[src/rtl/fp32_div_seq.sv]
// Sequential IEEE-754 single divider S = A / B: restoring mantissa division, Q_BITS quotient bits per cycle.
// `define ROUND_NEAREST_EN selects round-to-nearest-even; otherwise results truncate toward zero.
module fp32_div_seq #(
  parameter int Q_BITS = 1
) (
  input  logic        clk,
  input  logic        rst,
  input  logic        in_valid,
  output logic        in_ready,
  input  logic [31:0] A,
  input  logic [31:0] B,
  output logic        out_valid,
  input  logic        out_ready,
  output logic [31:0] S,
  output logic        busy
);

  localparam int ITERS = 26 / Q_BITS;

  typedef enum logic [1:0] {IDLE, DIV, NORM, DONE} state_t;
  state_t state, state_nx;

  logic [24:0]       rem_q;
  logic [23:0]       dvs_q;
  logic [25:0]       quo_q;
  logic [4:0]        cnt_q;
  logic              sgn_q;
  logic signed [9:0] exp_q;
  logic [31:0]       s_q;

  logic [7:0]  ea, eb;
  logic        a_nan, b_nan, a_inf, b_inf, a_zero, b_zero, sg, special;
  logic [31:0] special_res;

  assign ea     = A[30:23];
  assign eb     = B[30:23];
  assign a_nan  = (ea == 8'hFF) && (A[22:0] != 23'd0);
  assign b_nan  = (eb == 8'hFF) && (B[22:0] != 23'd0);
  assign a_inf  = (ea == 8'hFF) && (A[22:0] == 23'd0);
  assign b_inf  = (eb == 8'hFF) && (B[22:0] == 23'd0);
  assign a_zero = (ea == 8'h00);
  assign b_zero = (eb == 8'h00);
  assign sg     = A[31] ^ B[31];
  assign special = a_nan | b_nan | a_inf | b_inf | a_zero | b_zero;

  always_comb begin
    special_res = 32'h0000_0000;
    if (a_nan || b_nan || (a_inf && b_inf) || (a_zero && b_zero))
      special_res = 32'h7FFF_FFFF;
    else if (a_inf || b_zero)
      special_res = {sg, 31'h7F80_0000};
  end

  // One restoring step per quotient bit: compare, conditionally subtract, shift.
  logic [24:0] rem_nx, r;
  logic [25:0] quo_nx, qv;
  always_comb begin
    r  = rem_q;
    qv = quo_q;
    for (int i = 0; i < Q_BITS; i++) begin
      if (r >= {1'b0, dvs_q}) begin
        r  = (r - {1'b0, dvs_q}) << 1;
        qv = {qv[24:0], 1'b1};
      end else begin
        r  = r << 1;
        qv = {qv[24:0], 1'b0};
      end
    end
    rem_nx = r;
    quo_nx = qv;
  end

  // Normalise: quotient lies in [2^24, 2^26); keep 24 significant bits incl. hidden one.
  logic [23:0]       mant;
  logic [24:0]       mant_r;
  logic              inc;
  logic signed [9:0] e_n;
  logic [22:0]       frac;
  logic [31:0]       norm_res;
  always_comb begin
    mant = quo_q[25] ? quo_q[25:2] : quo_q[24:1];
    e_n  = quo_q[25] ? exp_q : exp_q - 10'sd1;
`ifdef ROUND_NEAREST_EN
    if (quo_q[25])
      inc = quo_q[1] & (quo_q[0] | (rem_q != 25'd0) | mant[0]);
    else
      inc = quo_q[0] & ((rem_q != 25'd0) | mant[0]);
`else
    inc = 1'b0;
`endif
    mant_r = {1'b0, mant} + {24'd0, inc};
    frac   = mant_r[22:0];
    if (mant_r[24]) begin
      frac = mant_r[23:1];
      e_n  = e_n + 10'sd1;
    end
    if (e_n >= 10'sd255)
      norm_res = {sgn_q, 31'h7F80_0000};
    else if (e_n <= 10'sd0)
      norm_res = 32'h0000_0000;
    else
      norm_res = {sgn_q, e_n[7:0], frac};
  end

  always_ff @(posedge clk or posedge rst) begin
    if (rst) state <= IDLE;
    else     state <= state_nx;
  end

  always_comb begin
    state_nx  = state;
    in_ready  = 1'b0;
    out_valid = 1'b0;
    busy      = 1'b1;
    case (state)
      IDLE: begin
        in_ready = 1'b1;
        busy     = 1'b0;
        if (in_valid) state_nx = special ? DONE : DIV;
      end
      DIV:  if (cnt_q == 5'(ITERS - 1)) state_nx = NORM;
      NORM: state_nx = DONE;
      DONE: begin
        out_valid = 1'b1;
        if (out_ready) state_nx = IDLE;
      end
      default: state_nx = IDLE;
    endcase
  end

  always_ff @(posedge clk or posedge rst) begin
    if (rst) begin
      rem_q <= '0;
      dvs_q <= '0;
      quo_q <= '0;
      cnt_q <= '0;
      sgn_q <= 1'b0;
      exp_q <= '0;
      s_q   <= '0;
    end else begin
      case (state)
        IDLE: if (in_valid) begin
          sgn_q <= sg;
          exp_q <= $signed({2'b00, ea}) - $signed({2'b00, eb}) + 10'sd127;
          rem_q <= {2'b01, A[22:0]};
          dvs_q <= {1'b1, B[22:0]};
          quo_q <= '0;
          cnt_q <= '0;
          if (special) s_q <= special_res;
        end
        DIV: begin
          rem_q <= rem_nx;
          quo_q <= quo_nx;
          cnt_q <= cnt_q + 5'd1;
        end
        NORM: s_q <= norm_res;
        default: ;
      endcase
    end
  end

  assign S = s_q;

endmodule

[config.mk]
export PLATFORM = sky130hd
export DESIGN_NAME = fp32_div_seq
export DESIGN_NICKNAME = d
export VERILOG_FILES = /design/src/rtl/fp32_div_seq.sv
export SDC_FILE = /design/constraint.sdc
export NUM_CORES = 1
export LEC_CHECK = 0
export ABC_AREA = 0
export CAP_MARGIN = 10
export CORE_AREA = 2 2 111 167
export CTS_CLUSTER_DIAMETER = 120
export DETAILED_ROUTE_END_ITERATION = 10
export DIE_AREA = 0 0 113 169
export HOLD_SLACK_MARGIN = 0.08
export PLACE_DENSITY_LB_ADDON = 0.3
export SLEW_MARGIN = 20
export SYNTH_ARGS = -nofsm -noshare
export SYNTH_HDL_FRONTEND = slang
export SYNTH_SLANG_ARGS = --single-unit
[constraint.sdc]
create_clock -name clk -period 4.7 [get_ports clk]
set_clock_uncertainty 0.05 [all_clocks]
set_input_delay 0.94 -clock clk [delete_from_list [all_inputs] [get_ports clk]]
set_output_delay 0.94 -clock clk [all_outputs]
set_load 0.01 [all_outputs]
Word level (Yosys, flattened, before mapping)
Index checks and enable logic that the tools add are counted.

operators by class
  add/subtract/negate cells = 5
  reductions and logical operators = 23
  bitwise logic cells = 6
  magnitude comparators = 3
  mux-type cells = 25
  equality and inequality tests = 10

operators with widths
  cell                     number
  $mux W32                 6
  $pmux W32 S2             1
  $pmux W26 S2             1
  $mux W25                 2
  $pmux W25 S2             1
  $logic_not A23 Y1        2
  $reduce_bool A23 Y1      2
  $mux W26                 1
  $ge A25 B24 Y1           1
  $sub A24 B24 Y24         1
  $mux W23                 1
  $eq A8 B8 Y1 const B     2
  $logic_not A8 Y1         2
  $add A9 B8 Y10 const B   1
  $ge A10 B9 Y1 const B    1
  $le A10 B1 Y1 const B    1
  $mux W10                 1
  $pmux W5 S2              1
  $sub A10 B2 Y10 const B  1
  $sub A8 B8 Y9            1
  $mux W2                  4
  $ne A2 B2 Y1 const B     4
  $pmux W2 S4              1
  $logic_and A1 B1 Y1      6
  other kinds (13)         27

word-level totals
  input port bits = 68
  output and inout bits = 35
  bits in registers = 125

Depth between registers and ports, before layout
Gate-level depths: netlist of the first run.

  depth in word-level cells = 10
  mapped depth = 12
  mapped depth without buffers = 12

Least setup slack after synthesis of the first run
Ideal clock, no wire load.

  path kind = in2reg
  start point = input A[23]
  end point = register exp_q[7]
  data required time = 4515 ps
  path buffers = 0
  arrival = 2942 ps
  slack = 1573 ps
  stages on the path = 11
  cell sequence = inv_1 ha_1 inv_1 fa_1 a21o_1 a21oi_1 xnor2_1 nor3b_1 nor3b_1 xnor2_1 o21ai_0

between the ends
  word-level cells in the longest chain between the ends = 2

RTL lines
  element               RTL line  source
  start, declared       10        input logic [31:0] A,
  $sub A8 B8 Y9         144       exp_q <= $signed({2'b00, ea}) - $signed({2'b00, eb}) + 10'sd127;
  $add A9 B8 Y10        144
  end signal, assigned  144
  end, declared         28        logic signed [9:0] exp_q;

No other way between the ends.
A chain may end at the register's enable or synchronous reset.

Final worst setup path of the first run
  start point = input B[0]
  end point = register s_q[20], in the netlist S[20]

between the ends
  word-level cells in the longest chain between the ends = 9
  elaborated cells on any way between the ends = 19
  those cells by class = eq/ne (1); mux (4); bitwise (5); reduce/logical (9)

RTL lines
  element                                                          RTL line  source
  start, declared                                                  11        input logic [31:0] B,
  $reduce_bool A23 Y1 or $logic_not A23 Y1 (tied branches)         38, 40
  $logic_and A1 B1 Y1 (on tied branches)                           38, 40
  $or A1 B1 Y1 (tied with other cells)                             44        assign special = a_nan | b_nan | a_inf | b_inf | a_zero | b_zero;
  $or A1 B1 Y1 or $logic_or A1 B1 Y1 (tied branches) (2 in a row)  44, 48
  $or A1 B1 Y1 or $mux W32 (tied branches)                         44, 48
  $or A1 B1 Y1 or $mux W32 (tied branches)                         44, 149
  $ne A2 B2 Y1 (no line) or $mux W32 (tied branches)               n/a
  $reduce_and A3 Y1 (no line) or $pmux W32 S2 (tied branches)      n/a
  end signal, assigned                                             149       if (special) s_q <= special_res;
  end signal, assigned                                             156       NORM: s_q <= norm_res;
  end, declared                                                    29        logic [31:0] s_q;

Several ways; a longest one is shown, not always the timed one. The select of a mux whose other input is x is not followed.

==> out/summary.txt, run 1 <==
Outcome = complete, but fails checks
Failing checks = design-rule violations
Switching power total = 3.40 mW
Combinational family with the most area after synthesis = compound AO/OA/AOI/OAI gates
Critical path class = in2reg
Slew at the pin closest to its max-slew limit = 0.838 ns
TritonCTS clock tree = built
Post-synth top area cell = sky130_fd_sc_hd__dfrtp_1
Number of nets with antenna violations after detailed routing = 0
Clock buffer depth = 2
Sum of buffers and inverters on the critical path = 2
Number of nets in the layout = 1,007
Most numerous cell in the Yosys netlist = sky130_fd_sc_hd__dfrtp_1
Clock root buffer = sky130_fd_sc_hd__clkbuf_16
Antenna diodes = 0
Multiplexer share of the synthesized area = 9.21%
Startpoint Class = input port
Avg Synthesized Cell Area = 9.81 µm²
Overall power after layout = 7.59 mW
Setup repair after global routing missed its margin = no
Post-cts sizing count = 0
Simple-gate area share of the yosys netlist = 14.5%
Worst supply voltage drop on vdd = 0.000365 V
Die width = 113 µm
Number of fillers in the final layout = 1,590
Share of the synthesized area in compound gates (AO/OA/AOI/OAI) = 20.2%
CP required = 4.95 ns
Hold WS = 0.420 ns
# Max-Cap Violations = 0
TritonRoute pass-1 iters = 8
First-pass GRT wire length = 32.7 mm
Post-CTS repair timing setup buffer count = 0
Global-route total usage across every layer = 21.4%
Average via count per standard cell = 5.72
Number of DRC violations after detailed-routing iteration 0 = 317
Post-Syn Nets = 909
Master of the slowest instance on the critical path = sky130_fd_sc_hd__nor4_1
YS warnings = 0
Final weighted congestion in routability-driven placement = 0.928
Num ports = 103
Cells after synthesis = 799
Internal power = 4.18 mW
Final critical path time including I/O delays and setup = 3.47 ns
Final wirelength = 19.5 mm
Area occupied by registers = 3130 µm²
Leading register cell type out of synthesis = sky130_fd_sc_hd__dfrtp_1
Count of input and output buffers = 102
Flop2flop setup slack = 1.57 ns
Area overhead of the layout relative to synthesis = 23.3%
Sinks on Clock Net = 125
Min-delay worst type = reg2reg
Static Leak = 4.25 nW
CTS Hold Bufs = 0
Share of the clock period used by the worst path after layout = 73.9%
Proportion of power drawn by the clock network = 17.1%
Number of hold-slack violations in the final timing report = 0
Detailed-placement wirelength estimate = 14.3 mm
Post-synth EDFFs = 0
Power density normalized to cell area = 785 nW/µm²
Via count = 6,449
Multi-input logic area = 4350 µm²
Distinct cells, synth = 82
Portion of total power attributed to combinational logic = 58.6%
Floorplan core area = 17,700 µm²
Register bit total from synthesis = 125
Leading cell types by count after synthesis = sky130_fd_sc_hd__dfrtp_1 (125), sky130_fd_sc_hd__nor2_1 (57), sky130_fd_sc_hd__inv_1 (55)
Area share of the largest cell type after synthesis = 39.9%
CP max stage delay = 0.55 ns
Sequential power share = 24.3%
CTS clock-pin slew for the worst setup and hold paths = 0.06 ns
Post-Syn Area = 7840 µm²
Top cell family by delay on the critical path = simple AND/OR/NAND/NOR gates
Cells taking the most area after synthesis = sky130_fd_sc_hd__dfrtp_1 (40%), sky130_fd_sc_hd__mux2_2 (7.0%), sky130_fd_sc_hd__ha_1 (6.4%), sky130_fd_sc_hd__o22ai_1 (3.1%), sky130_fd_sc_hd__a21oi_1 (3.0%)
Pin count of the biggest net entering global routing = 68
Detailed-route wire length per cell = 17.3 µm
Top achievable clock speed = 0.288 GHz
Xor and xnor fraction of the mapped netlist area = 4.47%
Critical Path, Cell by Cell = clkdlybuf4s50_1, nor4_1, nand4_1, or3_1, a32oi_1, o21ai_4, a21oi_4, buf_4, nor2_1
Initial antenna violation count = 0
Number of global-route vias before repair = 6,627
Endpoint arrival time on the critical path = 3.72 ns
DRC violation count after routing = 7
Final setup violation count = 0
Switching share of power = 44.8%
Critical Path Sink Type = flop
Pins Over Slew Limit = 0
Total gr overflow = 0
Critical Path Fanout Max = 27
Share of the yosys chip area belonging to registers = 39.9%
Post-synthesis share of cell area spent on full adders, half adders and majority gates = 6.90%
Fin Setup TNS = 0 ns
CTS H-tree lvls = 4
Later-pin clock latency in the skew report = 0.42 ns
Share of synthesized registers carrying an async set or reset = 100%
Total die area = 19,100 µm²
Floorplan row count = 60
Die Y-Extent = 169 µm
Fraction of final layout cells sized beyond drive strength 1 = 15.9%
Cts bufs inserted = 17
Headroom to the max-slew limit = 44.1%
Initial Utilization = 44.2%
-- worst paths after layout --
check,depth (start not counted),to,start
worst max-delay path,9,S[20]$_DFFE_PP0P_,B[0]
worst min-delay path,2,dvs_q[23]$_DFFE_PP0P_,dvs_q[23]$_DFFE_PP0P_
worst max register to register,8,rem_q[21]$_DFFE_PP0P_,state[1]$_DFFE_PP0P_
worst min register to register,2,dvs_q[23]$_DFFE_PP0P_,dvs_q[23]$_DFFE_PP0P_
max in group asynchronous,3,rem_q[0]$_DFFE_PP0P_,rst
min in group asynchronous,2,S[18]$_DFFE_PP0P_,rst
-- cells by family after synthesis --
family	count (synthesis)
AOI/OAI and AO/OA	221
xor gates and xnor gates	40
adders and majority gates	42
buffers and inverters	88
DFF	125
muxes	66
and+or+nand+nor	217
-- power by group through the flow --
stage | combinational [mW] | clock (mW) | sequential (mW)
finish | 4.45 | 1.30 | 1.84
global placement | 4.35 | 0 | 1.85
detailed placement | 4.41 | 0 | 1.86
global route | 4.91 | 1.38 | 1.91
floorplan | 3.33 | 0 | 1.83
CTS | 4.43 | 1.33 | 1.84
-- metrics by stage --
| stage | instances | cell area (µm²) | worst slack (ns) | utilization (%) |
|---|---|---|---|---|
| final | 1127 | 9670 | 1.23 | 54.6 |
| after global routing | 1127 | 9670 | 1.06 | 54.6 |
| after CTS | 1127 | 9670 | 1.19 | 54.6 |
| after detailed placement | 1095 | 9070 | 0.741 | 51.2 |
| after global placement | 1095 | 9070 | 0.787 | 51.2 |
| after floorplan | 799 | 7840 | 0.382 | - |
-- final cells by class --
| class | instances | share of cell area (%) |
|---|---|---|
| timing repair buffer | 112 | 11.5 |
| inverter | 55 | 2.16 |
| sequential | 125 | 32.4 |
| multi-input combinational | 586 | 45.0 |
| tap | 217 | 2.81 |
| clock buffer | 17 | 4.40 |
| clock inverter | 15 | 1.77 |
-- worst min-delay path, cell delays in order (launching register included) --
cell and delay [ns]:
sky130_fd_sc_hd__dfrtp_1 0.33, sky130_fd_sc_hd__inv_1 0.06, sky130_fd_sc_hd__nand2_1 0.05
-- layout by cell type (no fill, tap or decap), types with 18 or more instances in the layout --
master / count
sky130_fd_sc_hd__nor2_2: 22
sky130_fd_sc_hd__inv_1: 54
sky130_fd_sc_hd__o22ai_1: 39
sky130_fd_sc_hd__a22o_1: 25
sky130_fd_sc_hd__dfrtp_1: 125
sky130_fd_sc_hd__ha_1: 40
sky130_fd_sc_hd__clkdlybuf4s50_1: 102
sky130_fd_sc_hd__mux2_2: 49
sky130_fd_sc_hd__xnor2_1: 22
sky130_fd_sc_hd__nor2_1: 56
sky130_fd_sc_hd__xor2_1: 18
sky130_fd_sc_hd__o21ai_0: 32
sky130_fd_sc_hd__nand2_1: 45
sky130_fd_sc_hd__a21oi_1: 47
-- layer usage --
metal | vias up | global-route usage, % | routed length [µm]
li1 | 3131 | - | -
met1 | 3110 | 24.6 | 7650
met2 | 166 | 38.4 | 10400
met3 | 42 | 3.54 | 776
met4 | 0 | 9.76 | 733
met5 | - | 0 | 0
-- state kept, by name, summed over array words and instances, names as in the netlist --
signal,flops
state,2
rem_q,25
quo_q,26
dvs_q,24
exp_q,10
cnt_q,5
S,32
sgn_q,1
No activity file was read; power rests on OpenSTA's default activity.
==> inputs of run 2 (changes only) <==
clock period = 2.9 ns   (was 4.7 ns; I/O delays follow)
==> out/summary.txt, run 2 (synthesis results as in run 1) <==
Outcome = complete, but fails checks
Failing checks = design-rule violations
Flop2flop setup slack = 0.04 ns
# Max-Cap Violations = 0
Clock buffer depth = 2
Average via count per standard cell = 5.61
End point of the worst hold path = dvs_q[23]$_DFFE_PP0P_
Headroom to the max-slew limit = 56.7%
Power density normalized to cell area = 1240 nW/µm²
CTS Hold Bufs = 0
Number of DRC violations after detailed-routing iteration 0 = 358
Total die area = 19,100 µm²
Num ports = 103
Floorplan core area = 17,700 µm²
Initial antenna violation count = 0
Post-route core utilization = 58.4%
Static Leak = 4.65 nW
Detailed-route wire length per cell = 17.0 µm
Final critical path time including I/O delays and setup = 2.86 ns
Post-route cell area = 10,300 µm²
Total gr overflow = 0
Count of input and output buffers = 102
Number of nets in the layout = 1,076
TritonCTS clock tree = built
Hold Path Stages = 2
Later-pin clock latency in the skew report = 0.42 ns
Most common library cell in the layout ignoring fill and taps = sky130_fd_sc_hd__dfrtp_1
Share of the clock period used by the worst path after layout = 98.8%
TritonRoute pass-1 iters = 7
Pins Over Slew Limit = 0
Commonest non-fill, non-tap cells in the layout = sky130_fd_sc_hd__dfrtp_1 (125), sky130_fd_sc_hd__clkdlybuf4s50_1 (99), sky130_fd_sc_hd__buf_4 (73), sky130_fd_sc_hd__nor2_1 (56), sky130_fd_sc_hd__inv_1 (53)
Capture point of the worst reg-to-reg path = rem_q[23]$_DFFE_PP0P_
Critical Path Fanout Max = 4
Antenna diodes = 0
Number of placed cells counting well taps = 1,160
Area overhead of the layout relative to synthesis = 32.0%
Number of flip-flops under the largest register name = 32
CTS clock-pin slew for the worst setup and hold paths = 0.06 ns
Fin Setup TNS = 0 ns
Cts bufs inserted = 17
Clock root buffer = sky130_fd_sc_hd__clkbuf_16
Multi-input logic area = 4460 µm²
Global-route total usage across every layer = 21.7%
Area occupied by registers = 3130 µm²
Final standard cell count with taps included and fillers excluded = 1,196
Pin count of the biggest net entering global routing = 46
Number of nets with antenna violations after detailed routing = 0
Worst flop-to-flop path startpoint = rem_q[0]$_DFFE_PP0P_
Die Y-Extent = 169 µm
Min-delay worst type = reg2reg
CTS H-tree lvls = 4
Worst supply voltage drop on vdd = 0.000553 V
Placed Area = 9610 µm²
Critical Path Sink Type = flop
Final wirelength = 20.3 mm
Final weighted congestion in routability-driven placement = 0.899
Number of global-route vias before repair = 6,819
Number of hold-slack violations in the final timing report = 0
Initial Utilization = 44.2%
Number of cells traversed by the worst register-to-register path = 11
Hold WS = 0.401 ns
Start point of the worst hold path = dvs_q[23]$_DFFE_PP0P_
Final setup violation count = 0
Via count = 6,715
First-pass GRT wire length = 33.2 mm
CP required = 3.21 ns
Slew at the pin closest to its max-slew limit = 0.648 ns
Die width = 113 µm
Top achievable clock speed = 0.349 GHz
Number of fillers in the final layout = 1,568
Sinks on Clock Net = 125
Floorplan row count = 60
DRC violation count after routing = 5
Critical path class = reg2reg
Endpoint arrival time on the critical path = 3.17 ns
Fraction of final layout cells sized beyond drive strength 1 = 23.7%
Detailed-placement wirelength estimate = 15.1 mm
Startpoint Class = flop
-- run 2: repair_timing --
item	CTS	global route
buffers inserted	0	3
cloned	0	1
pin swaps	0	10
resized for setup	1	23
setup endpoints to repair	1	36
-- run 2: power breakdown --
group / internal (mW) / switching, mW
combinational: 3.55 / 4.22
sequential: 2.47 / 0.529
clock: 1.16 / 0.954
-- run 2: through the flow --
| stage | total power, mW | setup WS (ns) |
|---|---|---|
| detailed placement | 10.5 | -0.454 |
| finish | 12.9 | 0.0355 |
| floorplan | 8.36 | 0.133 |
| global route | 13.8 | -0.0628 |
| CTS | 12.7 | 0.0177 |
| global placement | 10.4 | -0.408 |
-- run 2: worst max-delay path, cell delays in order, from the launching register on --
cell and delay [ns]:
sky130_fd_sc_hd__dfrtp_1 0.37, sky130_fd_sc_hd__inv_2 0.07, sky130_fd_sc_hd__ha_2 0.20, sky130_fd_sc_hd__fa_2 0.25
sky130_fd_sc_hd__nor2b_4 0.05, sky130_fd_sc_hd__o31a_1 0.30, sky130_fd_sc_hd__o311ai_2 0.30, sky130_fd_sc_hd__nand4b_1 0.21
sky130_fd_sc_hd__a311oi_1 0.51, sky130_fd_sc_hd__nor3_1 0.11, sky130_fd_sc_hd__nor3_1 0.22, sky130_fd_sc_hd__o22a_1 0.16
-- run 2: area by class of cell --
cell class | count | share of cell area [%]
clock buffer | 17 | 4.11
tap | 217 | 2.62
clock inverter | 15 | 1.67
sequential | 125 | 30.2
timing repair buffer | 180 | 16.2
multi-input combinational | 587 | 43.1
inverter | 55 | 2.03
-- run 2: how the worst max path moves through the flow --
stage | cells after the start | start | slack (ns) | endpoint
floorplan | 11 | A[23] | 0.13 | exp_q[7]$_DFFE_PP0P_
global placement | 10 | B[20] | -0.41 | S[20]$_DFFE_PP0P_
global route | 11 | rem_q[0]$_DFFE_PP0P_ | -0.06 | rem_q[23]$_DFFE_PP0P_
detailed placement | 12 | B[23] | -0.45 | exp_q[8]$_DFFE_PP0P_
CTS | 11 | rem_q[0]$_DFFE_PP0P_ | 0.02 | rem_q[21]$_DFFE_PP0P_
finish | 11 | rem_q[0]$_DFFE_PP0P_ | 0.04 | rem_q[23]$_DFFE_PP0P_
-- run 2: metal layers --
layer	GRT usage (%)	vias to the layer above	share of wire (%)
li1	-	3260	-
met1	24.6	3244	40
met2	40.2	168	53
met3	3.08	43	3.4
met4	8.91	0	3.6
met5	0	-	0
